**src/rtl/router_nport_if.sv**
```systemverilog
// Packet-source and reader-side signal bundle for router_nport.
//   slave  : router side (consumes pkt_valid/data_in/read_enb, drives the rest)
//   master : source/reader side (drives pkt_valid/data_in/read_enb)
//   pkt_valid : high for header and payload bytes, low for the parity byte
//   data_in   : packet byte
//   busy      : source must hold data_in/pkt_valid this cycle
//   err       : last completed packet had bad parity or length
//   read_enb  : per-port read request
//   data_out  : port i at [i*DATA_W +: DATA_W], registered
//   vld_out   : port i FIFO not empty
interface router_nport_if #(
    parameter int unsigned DATA_W  = 8,
    parameter int unsigned N_PORTS = 3
);
    logic                        pkt_valid;
    logic [DATA_W-1:0]           data_in;
    logic                        busy;
    logic                        err;
    logic [N_PORTS-1:0]          read_enb;
    logic [N_PORTS*DATA_W-1:0]   data_out;
    logic [N_PORTS-1:0]          vld_out;

    modport slave (
        input  pkt_valid, data_in, read_enb,
        output busy, err, data_out, vld_out
    );

    modport master (
        output pkt_valid, data_in, read_enb,
        input  busy, err, data_out, vld_out
    );
endinterface

```
**src/rtl/router_nport.sv**
```systemverilog
// Single-input, N-output packet router. Header/payload/parity packets arrive
// on one byte stream and are steered into a per-destination FIFO; parity and
// payload length are checked, packets to non-existent ports are dropped, and
// a FIFO whose consumer stays idle for TIMEOUT cycles is flushed.
//   clock  : rising-edge clock
//   resetn : asynchronous active-low reset
//   bus    : router_nport_if slave modport (source stream + N reader ports)
module router_nport #(
    parameter int unsigned DATA_W     = 8,
    parameter int unsigned ADDR_W     = 2,
    parameter int unsigned N_PORTS    = 3,
    parameter int unsigned FIFO_DEPTH = 16,
    parameter int unsigned TIMEOUT    = 30
) (
    input  logic           clock,
    input  logic           resetn,
    router_nport_if.slave  bus
);
    localparam int unsigned PTR_W = $clog2(FIFO_DEPTH);
    localparam int unsigned CNT_W = PTR_W + 1;
    localparam int unsigned LEN_W = DATA_W - ADDR_W;
    localparam int unsigned TO_W  = $clog2(TIMEOUT + 1);
    localparam logic [LEN_W:0] LEN_MAX = {1'b1, {LEN_W{1'b0}}};

    typedef enum logic [1:0] {IDLE, LOAD, CHECK, DROP} state_t;

    state_t             state_q, state_d;
    logic [ADDR_W-1:0]  dest_q, dest_d;
    logic [DATA_W-1:0]  parity_q, parity_d;
    logic [LEN_W-1:0]   len_q, len_d;
    logic [LEN_W:0]     cnt_q, cnt_d;
    logic               bad_q, bad_d;
    logic               err_q, err_d;

    logic [DATA_W-1:0]  mem_q    [N_PORTS][FIFO_DEPTH];
    logic [DATA_W-1:0]  mem_d    [N_PORTS][FIFO_DEPTH];
    logic [PTR_W-1:0]   wr_ptr_q [N_PORTS];
    logic [PTR_W-1:0]   wr_ptr_d [N_PORTS];
    logic [PTR_W-1:0]   rd_ptr_q [N_PORTS];
    logic [PTR_W-1:0]   rd_ptr_d [N_PORTS];
    logic [CNT_W-1:0]   occ_q    [N_PORTS];
    logic [CNT_W-1:0]   occ_d    [N_PORTS];
    logic [TO_W-1:0]    to_q     [N_PORTS];
    logic [TO_W-1:0]    to_d     [N_PORTS];
    logic [DATA_W-1:0]  dout_q   [N_PORTS];
    logic [DATA_W-1:0]  dout_d   [N_PORTS];

    logic [N_PORTS-1:0]    full, vld, push, pop, flush;
    // Padded to the full address space so an out-of-range header address
    // can be used as an index without a range hazard.
    logic [2**ADDR_W-1:0]  full_pad;
    logic [ADDR_W-1:0]     hdr_addr;
    logic [LEN_W-1:0]      hdr_len;
    logic                  addr_ok;
    logic                  busy;
    logic                  wr_en;
    logic [ADDR_W-1:0]     wr_port;

    assign hdr_addr = bus.data_in[ADDR_W-1:0];
    assign hdr_len  = bus.data_in[DATA_W-1:ADDR_W];
    assign addr_ok  = 32'(hdr_addr) < N_PORTS;

    always_comb begin
        full_pad = '0;
        for (int unsigned i = 0; i < N_PORTS; i++) begin
            full[i]     = occ_q[i] == CNT_W'(FIFO_DEPTH);
            vld[i]      = occ_q[i] != '0;
            full_pad[i] = full[i];
        end
    end

    // Write-side FSM: busy and the FIFO write strobe fall out of the state.
    always_comb begin
        state_d  = state_q;
        dest_d   = dest_q;
        parity_d = parity_q;
        len_d    = len_q;
        cnt_d    = cnt_q;
        bad_d    = bad_q;
        err_d    = err_q;
        wr_en    = 1'b0;
        wr_port  = dest_q;
        busy     = 1'b0;
        unique case (state_q)
            IDLE: begin
                busy    = bus.pkt_valid & addr_ok & full_pad[hdr_addr];
                wr_port = hdr_addr;
                if (bus.pkt_valid && !busy) begin
                    if (addr_ok) begin
                        wr_en    = 1'b1;
                        dest_d   = hdr_addr;
                        err_d    = 1'b0;
                        parity_d = bus.data_in;
                        cnt_d    = '0;
                        len_d    = hdr_len;
                        state_d  = LOAD;
                    end else begin
                        state_d  = DROP;
                    end
                end
            end
            LOAD: begin
                busy = full_pad[dest_q];
                if (!busy) begin
                    wr_en = 1'b1;
                    if (bus.pkt_valid) begin
                        parity_d = parity_q ^ bus.data_in;
                        cnt_d    = (cnt_q == LEN_MAX) ? cnt_q : cnt_q + (LEN_W+1)'(1);
                    end else begin
                        // Verdict is computed now but only published from CHECK.
                        bad_d   = (parity_q != bus.data_in) | (cnt_q != {1'b0, len_q});
                        state_d = CHECK;
                    end
                end
            end
            CHECK: begin
                busy    = 1'b1;
                err_d   = bad_q;
                state_d = IDLE;
            end
            DROP: begin
                if (!bus.pkt_valid) state_d = IDLE;
            end
            default: state_d = IDLE;
        endcase
    end

    // Per-port FIFO, read register and idle-consumer timeout.
    always_comb begin
        mem_d    = mem_q;
        wr_ptr_d = wr_ptr_q;
        rd_ptr_d = rd_ptr_q;
        occ_d    = occ_q;
        to_d     = to_q;
        dout_d   = dout_q;
        for (int unsigned i = 0; i < N_PORTS; i++) begin
            pop[i]   = bus.read_enb[i] & vld[i];
            // Fires on the edge the idle count would reach TIMEOUT.
            flush[i] = vld[i] & ~bus.read_enb[i] & (to_q[i] == TO_W'(TIMEOUT - 1));
            push[i]  = wr_en & (32'(wr_port) == i) & ~flush[i];
            if (flush[i]) begin
                wr_ptr_d[i] = '0;
                rd_ptr_d[i] = '0;
                occ_d[i]    = '0;
                to_d[i]     = '0;
            end else begin
                if (push[i]) begin
                    mem_d[i][wr_ptr_q[i]] = bus.data_in;
                    wr_ptr_d[i]           = wr_ptr_q[i] + PTR_W'(1);
                end
                if (pop[i]) begin
                    dout_d[i]   = mem_q[i][rd_ptr_q[i]];
                    rd_ptr_d[i] = rd_ptr_q[i] + PTR_W'(1);
                end
                occ_d[i] = occ_q[i] + CNT_W'(push[i]) - CNT_W'(pop[i]);
                to_d[i]  = (vld[i] && !bus.read_enb[i]) ? to_q[i] + TO_W'(1) : '0;
            end
        end
    end

    always_ff @(posedge clock or negedge resetn) begin
        if (!resetn) begin
            state_q  <= IDLE;
            dest_q   <= '0;
            parity_q <= '0;
            len_q    <= '0;
            cnt_q    <= '0;
            bad_q    <= 1'b0;
            err_q    <= 1'b0;
            wr_ptr_q <= '{default: '0};
            rd_ptr_q <= '{default: '0};
            occ_q    <= '{default: '0};
            to_q     <= '{default: '0};
            dout_q   <= '{default: '0};
        end else begin
            state_q  <= state_d;
            dest_q   <= dest_d;
            parity_q <= parity_d;
            len_q    <= len_d;
            cnt_q    <= cnt_d;
            bad_q    <= bad_d;
            err_q    <= err_d;
            wr_ptr_q <= wr_ptr_d;
            rd_ptr_q <= rd_ptr_d;
            occ_q    <= occ_d;
            to_q     <= to_d;
            dout_q   <= dout_d;
        end
    end

    // Storage array carries no reset; occupancy gates every read of it.
    always_ff @(posedge clock) begin
        mem_q <= mem_d;
    end

    always_comb begin
        for (int unsigned i = 0; i < N_PORTS; i++) begin
            bus.data_out[i*DATA_W +: DATA_W] = dout_q[i];
        end
    end

    assign bus.vld_out = vld;
    assign bus.busy    = busy;
    assign bus.err     = err_q;
endmodule

```
**src/flat_wrapper.sv**
```systemverilog
// flat-port wrapper written by rule: the top's interface ports become plain ports
module router_nport_flat 
#(
    parameter int unsigned DATA_W     = 8,
    parameter int unsigned ADDR_W     = 2,
    parameter int unsigned N_PORTS    = 3,
    parameter int unsigned FIFO_DEPTH = 16,
    parameter int unsigned TIMEOUT    = 30
)
  (clock, resetn, bus_pkt_valid, bus_data_in, bus_read_enb, bus_busy, bus_err, bus_data_out, bus_vld_out);
  router_nport_if #(.DATA_W(DATA_W), .N_PORTS(N_PORTS)) bus_i ();
  input  logic clock;
  input  logic resetn;
  input wire logic [$bits(bus_i.pkt_valid)-1:0] bus_pkt_valid;
  input wire logic [$bits(bus_i.data_in)-1:0] bus_data_in;
  input wire logic [$bits(bus_i.read_enb)-1:0] bus_read_enb;
  output wire logic [$bits(bus_i.busy)-1:0] bus_busy;
  output wire logic [$bits(bus_i.err)-1:0] bus_err;
  output wire logic [$bits(bus_i.data_out)-1:0] bus_data_out;
  output wire logic [$bits(bus_i.vld_out)-1:0] bus_vld_out;
  assign bus_i.pkt_valid = bus_pkt_valid;
  assign bus_i.data_in = bus_data_in;
  assign bus_i.read_enb = bus_read_enb;
  assign bus_busy = bus_i.busy;
  assign bus_err = bus_i.err;
  assign bus_data_out = bus_i.data_out;
  assign bus_vld_out = bus_i.vld_out;
  router_nport #(.DATA_W(DATA_W), .ADDR_W(ADDR_W), .N_PORTS(N_PORTS), .FIFO_DEPTH(FIFO_DEPTH), .TIMEOUT(TIMEOUT)) u_core (.clock(clock), .resetn(resetn), .bus(bus_i));
endmodule
```
**config.mk**
```make
export PLATFORM = sky130hd
export DESIGN_NAME = router_nport_flat
export DESIGN_NICKNAME = d
export VERILOG_FILES = /design/src/rtl/router_nport_if.sv /design/src/rtl/router_nport.sv /design/src/flat_wrapper.sv
export SDC_FILE = /design/constraint.sdc
export NUM_CORES = 1
export LEC_CHECK = 0
export ABC_CLOCK_PERIOD_IN_PS = 6600
export BUFFER_PORTS_ARGS = -buffer_cell sky130_fd_sc_hd__buf_2
export CORE_UTILIZATION = 60
export CTS_BUF_LIST = sky130_fd_sc_hd__clkbuf_4 sky130_fd_sc_hd__clkbuf_8
export DETAILED_ROUTE_END_ITERATION = 16
export PLACE_DENSITY = 0.77
export SYNTH_ARGS = -nofsm -noshare
export SYNTH_HDL_FRONTEND = slang
export SYNTH_SLANG_ARGS = --single-unit
```
**constraint.sdc**
```tcl
create_clock -name clock -period 6.6 [get_ports clock]
set_input_delay 0.66 -clock clock [delete_from_list [all_inputs] [get_ports clock]]
set_output_delay 0.66 -clock clock [all_outputs]
set_load 0.02 [all_outputs]
```
# Word-level counts from Yosys, hierarchy flattened
# Cells that the tools add are included.
# W data, S select, Z words.
[totals]
register_bits = 489
latch_bits = 0
mem_bits_rw = 0
mem_bits_ro = 0
input_bits = 14
out_inout_bits = 29
wordCells = 257
n_memories = 0
[op_classes]
n_addsub = 16
n_mul = 0
div = 0
magnitude_cmp = 12
eq_ne = 21
shifts = 0
muxes = 69
n_bitwise = 33
reduce_logical = 36
[ops]
columns = ["cell", "count"]
rows = [
  ["$bwmux W128", 3],
  ["$mux W8", 13],
  ["$bmux W8 S4", 3],
  ["$demux W8 S4", 3],
  ["$mux W4", 12],
  ["$mux W5", 9],
  ["$mux W7", 5],
  ["$eq A5 B5 Y1 const B", 6],
  ["$ge A5 B5 Y1 const B", 6],
  ["$not A4 Y5", 6],
  ["$add A4 B1 Y4 const B", 6],
  ["$and A1 B1 Y1", 17],
  ["$pmux W8 S2", 1],
  ["$reduce_bool A2 Y1", 8],
  ["$add A5 B1 Y5", 3],
  ["$add A5 B1 Y5 const B", 3],
  ["$lt A5 B1 Y1 const B", 3],
  ["$reduce_bool A5 Y1", 3],
  ["$sub A5 B1 Y5", 3],
  ["$pmux W7 S2", 1],
  ["$mux W2", 6],
  ["$reduce_and A2 Y1", 6],
  ["$ne A2 B2 Y1 const B", 5],
  ["$reduce_and A3 Y1", 3],
  ["other kinds (23)", 53],
]

# Logic depth before layout (Yosys ltp)
# Gate-level depths: netlist of the first run.
[depth]
word_depth = 13
depth_mapped = 16
mapped_depth_nobuf = 16

# Least setup slack after synthesis of the first run
# OpenSTA, ideal clock, no wires.
[synth_timing]
path_type = "input port to flip-flop"
startpoint = "input bus_data_in[0]"
endpoint = "register u_core.occ_q[9] (netlist name)"
setup_time_ns = 0.136
arrival_ns = 2.772
t_required_ns = 6.464
setup_slack_ns = 3.691
cell_stages = 14
path_buffers = 2
path_cell_list = "buf_2 -> or2_1 -> o22ai_4 -> nand3_2 -> a21oi_4 -> buf_4 -> ha_1 -> inv_1 -> fa_1 -> inv_1 -> a21oi_1 -> nor2_1 -> or3_1 -> a21oi_1"
[synth_lines]
columns = ["item", "line_no", "rtl"]
rows = [
  ["start: declaration", "flat_wrapper.sv:15", "input wire logic [$bits(bus_i.data_in)-1:0] bus_data_in;"],
  ["end signal: assignment", "router_nport.sv:172", "occ_q <= '{default: '0};"],
  ["end signal: assignment", "router_nport.sv:185", "occ_q <= occ_d;"],
  ["end: declaration", "router_nport.sv:41", "logic [CNT_W-1:0] occ_q [N_PORTS];"],
]

==> impl_metrics.yaml, run 1 <==
worst_setup_path:
  worst_path_largest_cell_delay_ns: 0.43
  cp_data_required_time_ns: 7.12
  cp_cell_sequence: "inv_1, ha_1, nor4b_2, inv_1, nand2_1, inv_1, ha_1, inv_1, ha_1, inv_1, fa_1, inv_1, a21oi_1, nor2_1, or3_1, a21oi_1"
  crit_top_cell: "inv_1"
  critPathSlowestCell: "nand2_1"
  crit_fanout: 12
  worstSetupPathType: "register to register"
  worstPathArrival_ns: 3.97
  end_kind: "register"
  startpoint_type: "register"
die:
  fp.dieH_um: 187
  num_rows: 67
  dieArea_um2: 35100
  die_w_um: 187
  io_pins: 43
  core_um2: 33700
  initial_core_util: 0.612
routing:
  antenna_left: 0
  routed_wl_mm: 39.9
  num_vias: 10953
  drt-pass1-iter-count: 4
  routed_via_density: 6.03
  drtIter0Drc: 961
  avgRoutedWirePerCell_um: 21.9
  drc: 0
grt:
  grt_pass1_wl_mm: 62.6
  grt_pass1_vias: 11152
  antenna_found_initial: 0
  overflow: 0
  track_usage: 0.236
  grt_max_degree: 63
sta:
  worst_clock_skew_ns: 0.0128
  max_slew_margin: 0.286
  post-route-period-util: 0.522
  clock.fmax_mhz: 290
  slew_viol_final: 0
  hold_viol: 0
  worst_slack_ns: 3.15
  rsz0062_at_grt: "false"
  tightest_slew_ns: 1.07
  period_minus_slack_ns: 3.45
  finalSetupViolCount: 0
  tns_ns: 0
flow_run:
  maxCapViolations: 0
run_status:
  outcome: "finished clean"
layout:
  seqCellArea_um2: 14200
  insertedDiodeCount: 0
  multi_input_area_um2: 6030
  utilization: 0.678
  nets: 1365
  nFillCells: 2252
  drive_gt1_frac: 0.225
  syn_to_final_growth_pct: 10.9
yosys:
  ys_ff_latch: 489
  yosysWarningCount: 0
  synth_edf_count: 384
  netlist_area_um2: 20600
  syn-num-nets: 1280
  synthCells: 1222
  synthDistinctLibCells: 63
  ys.flop_type: "edfxtp_1"
  avgSynthCellArea_um2: 16.9
  ys_seq_area_frac: 0.687
  async_flop_share: 0.215
clock_tree:
  cts_resized: 0
  cts_max_level: 3
  cts_buffers: 79
  post-cts-setup-buffers: 0
  cts_tree: "built"
  cts_buffer_depth: 3
  clkSinkCount: 489
  hold_buffers: 0
  clk_pin_slew_ns: 0.06
  cts_root_buffer: "clkbuf_8"
  clk_latency_ns: 0.60
placed_design:
  routabilityCongestion: 0.765
  dp_hpwl_mm: 24.3
  place_ws_ns: 2.83
  portBuffers: 42
pwr:
  leakagePower_nw: 8.62
  power_density_nw_per_um2: 403
  total_power_w: 0.00922
  vdd_drop_max_uv: 336
min_path:
  hold_path_class: "input pin to async pin"
==> layer usage <==
| layer | share of wire | wire length (um) | global-route usage | up-vias |
|---|---|---|---|---|
| met5 | 0 | 0 | 0 | - |
| met4 | 0.016 | 647 | 0.0669 | 0 |
| met3 | 0.057 | 2270 | 0.0467 | 55 |
| met2 | 0.50 | 19800 | 0.379 | 332 |
| met1 | 0.43 | 17100 | 0.332 | 5643 |
| li1 | - | - | - | 4923 |
==> metrics by stage <==
step           hold WS (ns)  instance area (um2)  cells
2_1_floorplan         0.364                20600   1222
3_3_place_gp          0.455                21300   1674
3_5_place_dp          0.461                21300   1674
4_1_cts               0.184                22900   1817
5_1_grt               0.223                22900   1817
6_report              0.182                22900   1817
==> kinds of logic after synthesis <==
kind of cell,count (synthesis),share of synthesized area
DFF,489,0.687
and+or+nand+nor,256,0.0676
muxes,159,0.136
AOI/OAI and AO/OA,129,0.0430
buffers and inverters,103,0.0212
adders and majority gates,44,0.0278
xor gates and xnor gates,42,0.0178
==> path summary, 6_finish.rpt <==
kind / startpoint / to / slack [ns] / depth (start not counted)
max in group asynchronous: resetn / u_core.rd_ptr_q[8] / 5.22 / 2
worst min register to register: u_core.bus.data_out[3] / u_core.bus.data_out[3] / 0.47 / 1
worst max-delay path: u_core.occ_q[3] / u_core.occ_q[4] / 3.15 / 16
min in group clock: bus_read_enb[0] / u_core.to_q[11] / 0.45 / 4
worst max register to register: u_core.occ_q[3] / u_core.occ_q[4] / 3.15 / 16
worst min-delay path: resetn / u_core.len_q[5] / 0.18 / 1
==> critical path, delay by kind of cell (launching register included) <==
kind                       cells  cell delay (ns)
adders and majority gates      4             0.89
DFF                            1             0.40
and+or+nand+nor                4             1.19
AOI/OAI and AO/OA              2             0.27
buffers and inverters          6             0.62
==> sequential cells by signal (all words and copies together), names as in the netlist <==
| name | cells |
|---|---|
| u_core.bad_q | 1 |
| u_core.bus.data_out | 24 |
| u_core.bus.err | 1 |
| u_core.cnt_q | 7 |
| u_core.dest_q | 2 |
| u_core.len_q | 6 |
| u_core.mem_q | 384 |
| u_core.occ_q | 15 |
| u_core.parity_q | 8 |
| u_core.rd_ptr_q | 12 |
| u_core.state_q | 2 |
| u_core.to_q | 15 |
| u_core.wr_ptr_q | 12 |
==> where the power goes <==
part / switching (W) / total [W] / internal, W
registers: 0.000444 / 0.00413 / 0.00369
clock network: 0.00115 / 0.00258 / 0.00143
logic: 0.00131 / 0.00251 / 0.00120
==> cells in the mapped netlist (5+ instances only) <==
cell type / n / share of area
a21o_1: 29 / 0.011
dfrtp_1: 105 / 0.13
nor2b_1: 13 / 0.0039
nor2_1: 52 / 0.0095
xnor2_1: 13 / 0.0055
o21ai_0: 10 / 0.0024
mux4_2: 96 / 0.10
ha_1: 41 / 0.025
inv_1: 48 / 0.0087
nand2_1: 59 / 0.011
or3_1: 5 / 0.0015
nand3_1: 18 / 0.0044
xor2_1: 29 / 0.012
o22ai_1: 25 / 0.0076
and3_1: 47 / 0.014
buf_2: 23 / 0.0056
nand2b_1: 7 / 0.0021
a21oi_1: 37 / 0.0090
clkbuf_1: 23 / 0.0042
nand4_1: 17 / 0.0052
and2_1: 10 / 0.0030
o211ai_1: 8 / 0.0029
edfxtp_1: 384 / 0.56
mux2i_1: 58 / 0.028
==> final cells by class <==
cell class	count	share of cell area
flip-flops and latches	489	0.620
repair buffers	59	0.0149
multi-input cells	630	0.264
clock buffers	110	0.0605
well taps	448	0.0245
inverters	48	0.00788
clock inverters	33	0.00881
==> layout by cell type, fill, tap and decap left out, types with 47 or more instances in the layout <==
| master | instances |
|---|---|
| nand2_1 | 59 |
| edfxtp_1 | 384 |
| and3_1 | 47 |
| nor2_1 | 52 |
| mux4_2 | 96 |
| inv_1 | 48 |
| clkbuf_8 | 89 |
| mux2i_1 | 58 |
| dfrtp_1 | 101 |
Power figures use the tool's default switching activity.
==> run 2, diff against run 1 <==
--- a/config.mk
+++ b/config.mk
@@ -5,7 +5,8 @@
 export SDC_FILE = /design/constraint.sdc
 export NUM_CORES = 1
 export LEC_CHECK = 0
-export ABC_CLOCK_PERIOD_IN_PS = 6600
+export ABC_AREA = 1
+export ABC_CLOCK_PERIOD_IN_PS = 3230
 export BUFFER_PORTS_ARGS = -buffer_cell sky130_fd_sc_hd__buf_2
 export CORE_UTILIZATION = 60
 export CTS_BUF_LIST = sky130_fd_sc_hd__clkbuf_4 sky130_fd_sc_hd__clkbuf_8
==> constraint.sdc (replaced) <==
create_clock -name clock -period 3.23 [get_ports clock]
set_input_delay 0.323 -clock clock [delete_from_list [all_inputs] [get_ports clock]]
set_output_delay 0.323 -clock clock [all_outputs]
set_load 0.02 [all_outputs]
==> impl_metrics.yaml, run 2 <==
pwr:
  pwr-share-clk: 0.265
  pwr-share-seq: 0.417
  power.combinational.fraction: 0.318
  leakagePower_nw: 8.61
  total_power_w: 0.0197
  switchingPower_w: 0.00717
  power_density_nw_per_um2: 849
  p_int_w: 0.0126
  sw_frac_of_total: 0.363
  vdd_drop_max_uv: 465
clock_tree:
  clkSinkCount: 489
  clk_pin_slew_ns: 0.06
  cts_max_level: 3
  cts_buffers: 78
  cts_buffer_depth: 3
  post-cts-setup-buffers: 0
  hold_buffers: 4
  cts_resized: 0
  clk_latency_ns: 0.62
  cts_root_buffer: "clkbuf_8"
  cts_tree: "built"
layout:
  mostFrequentLayoutCell: "nor2_1"
  syn_to_final_growth_pct: 11.0
  largest_reg_flops: 384
  drive_gt1_frac: 0.132
  most-common-layout-cells: "nor2_1 (415), edfxtp_1 (384), o21ai_0 (191)"
  utilization: 0.675
  top_register: "u_core.mem_q"
  nets: 1947
die:
  initial_core_util: 0.608
  fp.dieH_um: 189
  io_pins: 43
  num_rows: 68
  die_w_um: 189
  dieArea_um2: 35700
  core_um2: 34500
sta:
  finalSetupViolCount: 0
  hold_viol: 0
  tightest_slew_ns: 0.887
  slew_viol_final: 0
  clock.fmax_mhz: 350
  worst_clock_skew_ns: 0.0341
  holdWs_ns: 0.0299
  post-route-period-util: 0.886
  rsz0062_at_grt: "false"
  period_minus_slack_ns: 2.86
  tns_ns: 0
  max_slew_margin: 0.409
  worst_slack_ns: 0.369
routing:
  antenna_left: 0
  avgRoutedWirePerCell_um: 19.2
  drtIter0Drc: 1455
  drt-pass1-iter-count: 5
  routed_wl_mm: 46.2
  drc: 0
  routed_via_density: 5.82
  num_vias: 14017
grt:
  grt_pass1_wl_mm: 73.1
  antenna_found_initial: 3
  grt_pass1_vias: 13983
  track_usage: 0.265
  use_met3: 0.0491
  grt_max_degree: 69
  met2_usage: 0.438
  grt_util_met1: 0.353
  overflow: 0
  busiest_layer: "met2"
worst_setup_path:
  worstPathArrival_ns: 3.33
  end_kind: "register"
  cp_num_buf_inv: 3
  cp_cell_sequence: "inv_1, ha_1, nand3_1, nand2_1, nand3_1, nand2_1, nand2_8, nand2_2, nor2_8, ha_1, inv_1, fa_1, inv_1, nand2_1, a21oi_1, nor2_1, xor2_1, nor2_1"
  cp_top_family: "simple AND/OR/NAND/NOR gates"
  worstSetupPathType: "register to register"
  cp_data_required_time_ns: 3.70
  startpoint_type: "register"
  worst_path_largest_cell_delay_ns: 0.37
  critPathSlowestCell: "dfrtp_1"
  crit_fanout: 9
yosys:
  ys.flop_type: "edfxtp_1"
  yosysWarningCount: 0
  synthDistinctLibCells: 43
  async_flop_share: 0.215
  yosysTopAreaCell: "edfxtp_1"
  yosys-top-cells-count: "nor2_1 (415), edfxtp_1 (384), o21ai_0 (191)"
  syn-num-nets: 1876
  post-synth-top-count-cell: "nor2_1"
  ys_seq_area_frac: 0.676
  netlist_area_um2: 20900
  synth_area_leaders: "edfxtp_1 (55%), dfrtp_1 (13%), nor2_1 (7.4%), o21ai_0 (4.6%), o211ai_1 (3.5%)"
  ys_ff_latch: 489
  synthCells: 1818
  synth_top_area_frac: 0.550
  avgSynthCellArea_um2: 11.5
  synth_edf_count: 384
placed_design:
  place_ws_ns: 0.369
  portBuffers: 42
  dp_hpwl_mm: 28.7
  routabilityCongestion: 0.846
run_status:
  outcome: "finished clean"
flow_run:
  maxCapViolations: 0
min_path:
  hold_path_class: "input pin to register"
==> run 2: cell types whose count changed in the layout (fill, tap and decap cells not counted), sizes merged, moves of 47 or more <==
| cell | change |
|---|---|
| mux2i | -56 |
| nor2 | +371 |
| mux4 | -96 |
| nand3 | +65 |
| inv | +47 |
| nand2 | +71 |
| o21ai | +215 |
| and3 | -47 |
| o211ai | +88 |
==> run 2: final cells by class <==
| cell class | count | area, um2 |
|---|---|---|
| clock inverter | 21 | 131 |
| multi-input combinational | 1143 | 6060 |
| fill | 2485 | 11200 |
| antenna | 1 | 2.50 |
| clock buffer | 121 | 1430 |
| inverter | 101 | 379 |
| tap | 455 | 569 |
| sequential | 489 | 14200 |
| timing repair buffer | 76 | 515 |
==> run 2: worst reg2reg max path, stage by stage, from the launching register on <==
cell     delay [ns]
dfrtp_1        0.37
inv_1          0.07
ha_1           0.20
nand3_1        0.11
nand2_1        0.08
nand3_1        0.13
nand2_1        0.14
nand2_8        0.14
nand2_2        0.12
nor2_8         0.21
ha_1           0.20
inv_1          0.06
fa_1           0.36
inv_1          0.07
nand2_1        0.07
a21oi_1        0.13
nor2_1         0.06
xor2_1         0.14
nor2_1         0.06
==> run 2: path summary, 6_finish.rpt <==
path | startpoint | end | slack, ns | cells after the start
max reg2reg | u_core.occ_q[8] | u_core.occ_q[14] | 0.37 | 18
min | bus_read_enb[1] | u_core.rd_ptr_q[5] | 0.03 | 2
min reg2reg | u_core.bus.err | u_core.bus.err | 0.48 | 2
min in group asynchronous | resetn | u_core.to_q[1] | 0.30 | 2
max in group asynchronous | resetn | u_core.rd_ptr_q[4] | 2.13 | 3
max | u_core.occ_q[8] | u_core.occ_q[14] | 0.37 | 18
==> run 2: layer usage <==
metal | part of all wire | up-vias
li1 | - | 6587
met1 | 0.41 | 6804
met2 | 0.49 | 519
met3 | 0.072 | 105
met4 | 0.027 | 2
met5 | 0.00019 | -
==> run 2: stage by stage <==
stage / std cells / instance area (um2)
detailed placement: 2260 / 21600
floorplan: 1818 / 20900
global placement: 2260 / 21600
finish: 2407 / 23300
global route: 2407 / 23300
CTS: 2406 / 23300
==> run 2: kinds of logic (layout without fill, tap and decap cells) <==
family	count (synthesis)	after routing	synth area share
simple gates	680	680	0.141
mux	3	3	0.00149
buf+inv	186	319	0.0348
xor+xnor	30	30	0.0125
fa+ha+maj	44	44	0.0274
other cells	0	1	0
flops	489	489	0.676
compound gates	386	386	0.107
==> run 2: power groups by stage <==
| stage | clock network (W) | logic [W] | registers, W |
|---|---|---|---|
| CTS | 0.00531 | 0.00627 | 0.00821 |
| floorplan | 0 | 0.00448 | 0.00821 |
| global route | 0.00560 | 0.00704 | 0.00831 |
| finish | 0.00524 | 0.00628 | 0.00822 |
| detailed placement | 0 | 0.00623 | 0.00833 |
| global placement | 0 | 0.00599 | 0.00830 |
==> run 3, diff against run 2 <==
--- a/config.mk
+++ b/config.mk
@@ -5,13 +5,14 @@
 export SDC_FILE = /design/constraint.sdc
 export NUM_CORES = 1
 export LEC_CHECK = 0
-export ABC_AREA = 1
+export ABC_AREA = 0
 export ABC_CLOCK_PERIOD_IN_PS = 3230
 export BUFFER_PORTS_ARGS = -buffer_cell sky130_fd_sc_hd__buf_2
 export CORE_UTILIZATION = 60
 export CTS_BUF_LIST = sky130_fd_sc_hd__clkbuf_4 sky130_fd_sc_hd__clkbuf_8
 export DETAILED_ROUTE_END_ITERATION = 16
-export PLACE_DENSITY = 0.77
+export PLACE_DENSITY = 0.88
 export SYNTH_ARGS = -nofsm -noshare
 export SYNTH_HDL_FRONTEND = slang
 export SYNTH_SLANG_ARGS = --single-unit
+export TNS_END_PERCENT = 20
==> impl_metrics.yaml, run 3 (synthesis results as in run 1) <==
worst_setup_path:
  end_kind: "register"
  cp_data_required_time_ns: 3.75
  worstPathArrival_ns: 3.52
  startpoint: "u_core.occ_q[13]"
  startpoint_type: "register"
  worstSetupPathType: "register to register"
  crit_fanout: 6
  worstReg2RegStart: "u_core.occ_q[13]"
grt:
  track_usage: 0.251
  grt_max_degree: 61
  antenna_found_initial: 0
  grt_pass1_wl_mm: 66.8
  overflow: 0
  grt_pass1_vias: 11722
placed_design:
  routabilityCongestion: 0.892
  dp_hpwl_mm: 26.8
  portBuffers: 42
  placed_cell_area_um2: 21400
layout:
  fin_area_um2: 23000
  insertedDiodeCount: 0
  drive_gt1_frac: 0.237
  nets: 1382
  most-common-layout-cells: "edfxtp_1 (384), dfrtp_1 (102), mux4_2 (96)"
  syn_to_final_growth_pct: 11.4
  mostFrequentLayoutCell: "edfxtp_1"
  top_register: "u_core.mem_q"
  largest_reg_flops: 384
routing:
  antenna_left: 0
  avgRoutedWirePerCell_um: 23.5
  num_vias: 11485
  routed_via_density: 6.27
  drtIter0Drc: 1145
  drt-pass1-iter-count: 5
  routed_wl_mm: 43.1
  drc: 0
sta:
  rsz0062_at_grt: "false"
  worst_clock_skew_ns: 0.0385
  period_minus_slack_ns: 3.00
  hold_viol: 0
  max_slew_margin: 0.274
  clock.fmax_mhz: 333
  slew_viol_final: 0
  tightest_slew_ns: 1.09
  post-route-period-util: 0.930
  finalSetupViolCount: 0
  tns_ns: 0
clock_tree:
  clk_pin_slew_ns: 0.06
  cts_tree: "built"
  clkSinkCount: 489
  clk_latency_ns: 0.61
  cts_buffers: 74
  cts_buffer_depth: 3
  cts_max_level: 3
  cts_root_buffer: "clkbuf_8"
die:
  dieArea_um2: 35100
  core_um2: 33700
  num_rows: 67
  io_pins: 43
  die_w_um: 187
  fp.dieH_um: 187
  initial_core_util: 0.612
flow_run:
  maxCapViolations: 0
pwr:
  power_density_nw_per_um2: 826
  vdd_drop_max_uv: 382
  leakagePower_nw: 8.69
min_path:
  min-delay-start: "bus_pkt_valid"
  hold_path_class: "input pin to register"
run_status:
  outcome: "finished clean"
[run 3: changes by cell type in the layout (fill, tap and decap cells not counted), sizes merged, moves of 56 or more]
cell / previous run / this run
nor2: 424 / 53
o211ai: 97 / 9
mux4: 0 / 96
o21ai: 226 / 11
nand2: 130 / 59
nand3: 86 / 21
mux2i: 2 / 58
[run 3: through the flow]
stage	util	power [W]	instances	setup slack, ns	hold slack [ns]
6_report	0.681	0.0190	1831	0.227	0.106
5_1_grt	0.681	0.0198	1831	0.0571	0.115
4_1_cts	0.681	0.0190	1828	0.149	0.0710
3_5_place_dp	0.636	0.0139	1692	0.190	0.388
3_3_place_gp	0.636	0.0135	1692	0.334	0.378
2_1_floorplan	-	0.0123	1222	0.409	0.0274
[run 3: metal layers]
| layer | share of wire | global-route usage | vias up | routed length (um) |
|---|---|---|---|---|
| met5 | 0 | 0 | - | 0 |
| met4 | 0.024 | 0.0885 | 0 | 1040 |
| met3 | 0.073 | 0.0439 | 93 | 3160 |
| met2 | 0.50 | 0.409 | 549 | 21600 |
| met1 | 0.40 | 0.347 | 5896 | 17300 |
| li1 | - | - | 4947 | - |
[run 3: layout make-up]
type,count,area (um2)
Sequential cell,489,14200
Fill cell,2057,10700
Multi-Input combinational cell,630,6040
Clock buffer,113,1360
Tap cell,448,561
Timing Repair Buffer,81,533
Inverter,48,180
Clock inverter,22,139
[run 3: worst paths after layout]
check                                    endpoint  slack, ns  depth (start not counted)
setup / recovery                 u_core.occ_q[14]       0.23                         16
hold / removal                  u_core.state_q[0]       0.11                          3
setup reg to reg                 u_core.occ_q[14]       0.23                         16
hold reg to reg            u_core.bus.data_out[3]       0.47                          1
max in group asynchronous  u_core.bus.data_out[0]       2.15                          3
min in group asynchronous       u_core.state_q[0]       0.29                          2
[run 3: worst max-delay path: stages (launching register included)]
cell and delay [ns]:
dfrtp_1 0.41, inv_1 0.10, ha_1 0.17, nor4b_2 0.32, inv_1 0.11, nand2_1 0.11
inv_1 0.11, ha_1 0.31, inv_1 0.05, ha_1 0.20, inv_1 0.07, fa_1 0.20
inv_1 0.05, a21oi_1 0.13, nor2_1 0.07, or3_1 0.35, a21oi_1 0.18
[run 3: what timing repair did]
item | in CTS | in global routing
endpoints found under the setup margin | 0 | 1
hold buffers | 1 | 0
buffers inserted | 0 | 3
endpoints found under the hold margin | 45 | 0
gates resized for setup | 0 | 1
[run 3: power breakdown]
part | switching [W] | total [W] | internal, W
Sequential | 0.000861 | 0.00839 | 0.00753
Combinational | 0.00292 | 0.00549 | 0.00257
Clock | 0.00232 | 0.00509 | 0.00277
